===== src/rtl/fixed_point_division_ctrl.sv =====
// fixed_point_division_ctrl
// Sequencing FSM for a shift/subtract fixed-point divider. The datapath is
// purely strobe-driven; this block decides, cycle by cycle, which of its
// registers load, shift, subtract or set a quotient bit. It also tracks the
// iteration index and the sticky overflow / divide-by-zero flags.
module fixed_point_division_ctrl #(
  parameter int N_ITER = 14,
  parameter int CNT_W  = 4
) (
  input  logic             clk,
  input  logic             rst,
  input  logic             start,
  input  logic             abort,
  input  logic             b_zero,
  input  logic             gT,
  input  logic             ov_in,
  output logic             ld_a,
  output logic             ld_b,
  output logic             acc_clr,
  output logic             q_init,
  output logic             shift_en,
  output logic             sub_ld,
  output logic             q_set,
  output logic [CNT_W-1:0] iter_cnt,
  output logic             busy,
  output logic             done,
  output logic             ov,
  output logic             dbz
);

  localparam logic [2:0] S_IDLE   = 3'd0;
  localparam logic [2:0] S_LOAD   = 3'd1;
  localparam logic [2:0] S_INIT   = 3'd2;
  localparam logic [2:0] S_SHIFT  = 3'd3;
  localparam logic [2:0] S_TEST   = 3'd4;
  localparam logic [2:0] S_FINISH = 3'd5;

  localparam logic [CNT_W-1:0] LAST_ITER = CNT_W'(N_ITER - 1);

  logic [2:0] state;
  logic [2:0] state_next;
  logic       last_iter;

  assign last_iter = (iter_cnt == LAST_ITER);

  // State register; unused encodings fall back to IDLE through next-state logic.
  always_ff @(posedge clk or posedge rst) begin
    if (rst) begin
      state <= S_IDLE;
    end else begin
      state <= state_next;
    end
  end

  // Next-state selection; abort outranks every other transition while busy.
  always_comb begin
    state_next = S_IDLE;
    case (state)
      S_IDLE: begin
        if (start) begin
          state_next = S_LOAD;
        end else begin
          state_next = S_IDLE;
        end
      end
      S_LOAD: begin
        if (abort) begin
          state_next = S_IDLE;
        end else begin
          state_next = S_INIT;
        end
      end
      S_INIT: begin
        if (abort) begin
          state_next = S_IDLE;
        end else if (b_zero) begin
          state_next = S_FINISH;
        end else begin
          state_next = S_SHIFT;
        end
      end
      S_SHIFT: begin
        if (abort) begin
          state_next = S_IDLE;
        end else begin
          state_next = S_TEST;
        end
      end
      S_TEST: begin
        if (abort) begin
          state_next = S_IDLE;
        end else if (last_iter) begin
          state_next = S_FINISH;
        end else begin
          state_next = S_SHIFT;
        end
      end
      S_FINISH: begin
        state_next = S_IDLE;
      end
      default: begin
        state_next = S_IDLE;
      end
    endcase
  end

  // Iteration counter and sticky status flags; an aborted cycle leaves them untouched.
  always_ff @(posedge clk or posedge rst) begin
    if (rst) begin
      iter_cnt <= '0;
      ov       <= 1'b0;
      dbz      <= 1'b0;
    end else begin
      case (state)
        S_IDLE: begin
          if (start) begin
            ov  <= 1'b0;
            dbz <= 1'b0;
          end
        end
        S_INIT: begin
          if (!abort) begin
            iter_cnt <= '0;
            if (b_zero) begin
              dbz <= 1'b1;
            end
          end
        end
        S_TEST: begin
          if (!abort && !last_iter) begin
            iter_cnt <= iter_cnt + CNT_W'(1);
          end
        end
        S_FINISH: begin
          // dbz was raised on entry to the divide-by-zero path; its quotient is meaningless.
          ov <= dbz ? 1'b0 : ov_in;
        end
        default: begin
          iter_cnt <= iter_cnt;
        end
      endcase
    end
  end

  // Strobe decode from state; an abort cycle suppresses the strobes so the datapath freezes.
  always_comb begin
    ld_a     = 1'b0;
    ld_b     = 1'b0;
    acc_clr  = 1'b0;
    q_init   = 1'b0;
    shift_en = 1'b0;
    sub_ld   = 1'b0;
    q_set    = 1'b0;
    done     = 1'b0;
    busy     = 1'b1;
    case (state)
      S_IDLE: begin
        busy = 1'b0;
      end
      S_LOAD: begin
        ld_a = !abort;
        ld_b = !abort;
      end
      S_INIT: begin
        acc_clr = !abort;
        q_init  = !abort;
      end
      S_SHIFT: begin
        shift_en = !abort;
      end
      S_TEST: begin
        sub_ld = gT && !abort;
        q_set  = gT && !abort;
      end
      S_FINISH: begin
        done = 1'b1;
      end
      default: begin
        busy = 1'b0;
      end
    endcase
  end

endmodule


===== config.mk =====
export PLATFORM = sky130hd
export DESIGN_NAME = fixed_point_division_ctrl
export DESIGN_NICKNAME = d
export VERILOG_FILES = /design/src/rtl/fixed_point_division_ctrl.sv
export SDC_FILE = /design/constraint.sdc
export NUM_CORES = 1
export LEC_CHECK = 0
export CORE_MARGIN = 2
export CORE_UTILIZATION = 32
export CTS_CLUSTER_DIAMETER = 40
export CTS_CLUSTER_SIZE = 10
export DETAILED_ROUTE_END_ITERATION = 6
export SYNTH_ARGS = -nofsm -noshare
export SYNTH_HDL_FRONTEND = slang
export SYNTH_SLANG_ARGS = --single-unit

===== constraint.sdc =====
create_clock -name clk -period 2.3 [get_ports clk]
set_input_delay 0.69 -clock clk [delete_from_list [all_inputs] [get_ports clk]]
set_output_delay 0.69 -clock clk [all_outputs]
set_load 0.02 [all_outputs]

# ---- Word level (Yosys, flattened, before mapping)
# Cells that the tools add are included.
dict set report totals {
  ff_bits 9
  input_bits 7
  out_inout_bits 15
  word_cells 50
}
dict set report classes {
  addsub 1
  eq_ne 10
  muxes 23
  n_reduce_logical 12
}
# op n
set ops {}
lappend ops {{$mux W3} 5}
lappend ops {{$pmux W3 S5} 1}
lappend ops {{$mux W1} 11}
lappend ops {{$mux W4} 2}
lappend ops {{$ne A2 B2 Y1 const B} 4}
lappend ops {{$pmux W4 S2} 1}
lappend ops {{$eq A3 B2 Y1 const B} 2}
lappend ops {{$eq A3 B3 Y1 const B} 2}
lappend ops {{$reduce_bool A2 Y1} 3}
lappend ops {{$reduce_or A5 Y1} 1}
lappend ops {{$add A4 B1 Y4 const B} 1}
lappend ops {{$eq A4 B4 Y1 const B} 1}
lappend ops {{$pmux W1 S2} 2}
lappend ops {{$reduce_and A4 Y1} 1}
lappend ops {{$eq A3 B1 Y1 const B} 1}
lappend ops {{$logic_not A3 Y1} 1}
lappend ops {{$reduce_and A3 Y1} 1}
lappend ops {{$logic_and A1 B1 Y1} 2}
lappend ops {{$logic_not A1 Y1} 2}
lappend ops {{$mux W2} 1}
lappend ops {{$reduce_and A2 Y1} 1}

# ---- Logic depth before layout (Yosys ltp)
dict set report logic_depth {
  ltp_word 5
  mapped_depth 5
  mapped_depth_nobuf 5
}

# ---- Worst setup path after synthesis
# Ideal clock, no wire load.
dict set report synth_path {
  kind {input-to-output}
  startpoint {input abort}
  endpoint {output ld_b}
  t_arrival_ps 1902
  t_required_ps 1610
  slack_ps -292
  stages 2
  path_buffers 1
  cell_sequence {nor4b_1 > buf_4}
}
dict set report synth_via {
  elab_chain_len 2
}
# item line_no
set synth_lines {}
lappend synth_lines {{start: declaration} 13} ;# input logic abort,
lappend synth_lines {{$logic_not A1 Y1} 162} ;# ld_b = !abort;
lappend synth_lines {{$mux W1} 156} ;# case (state)
lappend synth_lines {{end: declaration} 18} ;# output logic ld_b,
# No other way between the ends.

# ---- Worst setup path in the final report
dict set report layout_path {
  startpoint {input abort}
  endpoint {output q_init}
}
dict set report layout_via {
  elab_chain_len 2
}
# item line_no
set layout_lines {}
lappend layout_lines {{$logic_not A1 Y1} 166} ;# q_init = !abort;
lappend layout_lines {{$mux W1} 156}
lappend layout_lines {{end: declaration} 20} ;# output logic q_init,
# No other way between the ends.

==> impl_metrics.toml <==
[hold_path]
hold_path_class = "flop to flop"

[timing]
fin_skew_ps = 7.31
fmax_ghz = 0.443
rsz0062_at_grt = "false"
slew_headroom_pct = 75.6
report.final.slew_viol_count = 0
setup_violations = 0
setup_slack_ps = 43.0
hold_viol = 0
period_share_pct = 98.1
worst_pin_slew_ps = 366
period_minus_slack_ps = 2260

[flow_run]
max-cap-violations = 0

[global_route]
grt_pass1_vias = 511
grt.busiest_layer = "met2"
grt_max_degree = 13
grt.met3_usage_pct = 5.77
grt.overflow.total = 0
gr-usage-met1_pct = 20.8
met2_usage_pct = 21.6
grt_first_pass_wirelength_um = 2350
antenna_found_initial = 0
grtUsageTotal_pct = 16.1

[final_layout]
antenna_cells = 0
area_growth_syn_to_layout_pct = 52.1
fin_cells = 116
final_nets = 101
layout-drive-gt1-share_pct = 31.9

[drt]
drcViolationCount = 0
via_count = 569
wirelength_um = 1470
postRouteAntennaNets = 0
dr.pass1.iters = 4
via_per_inst = 4.91
wl_per_cell_um = 12.6
drt_iter0_markers = 3

[synthesis]
yosysWarnings = 0
ys_types = 36
postSynthCellCount = 64
synth_edf_count = 0
avgSynthCellArea_um2 = 9.34
ys_seq_elements = 9
ys.flop_type = "dfrtp_1"
synth_area_um2 = 598
yosysMostFrequentCell = "dfrtp_1"
netlist_top_cells_count = "dfrtp_1, inv_1, nand3_1"
synth_top_area_cell = "dfrtp_1"
synth_top_area_share_pct = 37.7
async_flop_share_pct = 100
synth_area_leaders = "dfrtp_1, ha_1, nand3_1"
yosysSeqAreaShare_pct = 37.7
syn_nets = 73

[status]
status = "finished clean"

[clocking]
cts_hold_buffers = 0
clock_latency_ps = 270
cts.sink_count = 9
cts.path.max_buffers = 2
clk_pin_slew_worst_paths_ps = 60
cts_buffers = 3
cts_tree = "yes"
htreeDepth = 1
clockRootBuffer = "clkbuf_4"

[floorplan]
ios = 22
die_area_um2 = 2230
rows = 15
core_um2 = 1750
die_x_um = 47.2
start_util_pct = 34.3
die_y_um = 47.2

[worst_setup_path]
crit_fanout = 4
crit_path_end_kind = "output pin"
crit_arrival_ps = 1570
cpLargestDelayFamily = "simple AND/OR/NAND/NOR gates"
required_ps = 1610
cp_slowest_stage_delay_ps = 540
slowest_stage = "or4b_4"
criticalPathCategory = "input port to output pin"
startpoint_type = "input port"
r2r_slack_ps = 650
cp_cell_sequence = "buf_2, or4b_4, inv_4, buf_4"
crit_buf_inv = 3

[power]
power.leakage_uw = 0.000404
p_per_area_nw_per_um2 = 1010
power.total_uw = 914
vdd_drop_max_mv = 0.524

[placed_design]
place_ws_ps = -805
portBuffers = 21
hpwl_um = 1120
place_inst = 112
gp_congestion = 0.740
-- final cells by class --
cell class              instances  area, um^2
clock buffers                   4        26.3
fillers                       178         836
inverters                       5        21.3
multi-input cells              44         355
flip-flops and latches          9         225
well taps                      25        31.3
repair buffers                 29         250
-- logic make-up (layout without fill, tap and decap cells) --
logic type / Yosys count / count (layout) / share of synthesized area (%)
buf+inv: 11 / 38 / 8.99
flops: 9 / 9 / 37.7
fa+ha+maj: 2 / 2 / 4.18
compound gates: 17 / 17 / 20.1
simple gates: 23 / 23 / 25.9
xor+xnor: 1 / 1 / 1.46
mux: 1 / 1 / 1.67
-- timing repair --
| item | 4_1_cts | 5_1_grt |
|---|---|---|
| setup endpoints to repair | 9 | 4 |
| setup buffers | 0 | 0 |
| resized for setup | 34 | 3 |
| gates cloned | 0 | 0 |
| pin swaps | 1 | 1 |
-- registers in the layout (all words and copies together) (netlist names) --
| signal | flops |
|---|---|
| ov | 1 |
| dbz | 1 |
| state | 3 |
| iter_cnt | 4 |
-- final timing paths --
path / startpoint / end / cells past startpoint
setup reg to reg: state[1] / iter_cnt[3] / 4
hold / removal: dbz / dbz / 1
min in group asynchronous: rst / state[0] / 2
setup / recovery: abort / q_init / 4
hold reg to reg: dbz / dbz / 1
max in group asynchronous: rst / iter_cnt[2] / 2
-- routing by layer --
metal  share of wire [%]  vias to the layer above
met2                  48                        9
met1                  46                      267
met5                   0                        -
met4                 2.6                        0
li1                    -                      288
met3                 3.3                        5
-- power breakdown --
group          switching, uW  internal (uW)
combinational            265            247
sequential              66.3            211
clock                   58.8           67.0
-- through the flow --
stage          hold slack, ps  instance area [um^2]  util [%]  setup TNS, ps
6_report                  538                   910      52.1              0
5_1_grt                   588                   910      52.1              0
4_1_cts                   540                   912      52.3              0
3_5_place_dp              522                   883      50.6          -5370
3_3_place_gp              537                   883      50.6          -5170
2_1_floorplan             518                   617         -              0
-- worst reg2reg max path, cell delays in order, from the launching register on --
cell     delay [ps]
dfrtp_1         430
buf_4           210
or4b_4          540
or3_1           350
nand3_1          70
-- placed cells by master (no fill, tap or decap), types with 2 or more instances in the layout --
cell	Yosys	layout
a21oi_1	4	4
buf_2	1	3
buf_4	3	10
clkbuf_4	0	3
clkdlybuf4s15_2	0	2
clkdlybuf4s50_1	0	11
dfrtp_1	9	9
dlygate4sd2_1	0	2
ha_1	2	2
inv_1	5	4
nand2b_1	2	2
nand3_1	5	5
nor2_1	2	2
nor4b_4	0	2
o211ai_1	2	2
o21ai_0	3	3
or4b_4	1	2
(Power assumes the default switching activity.)
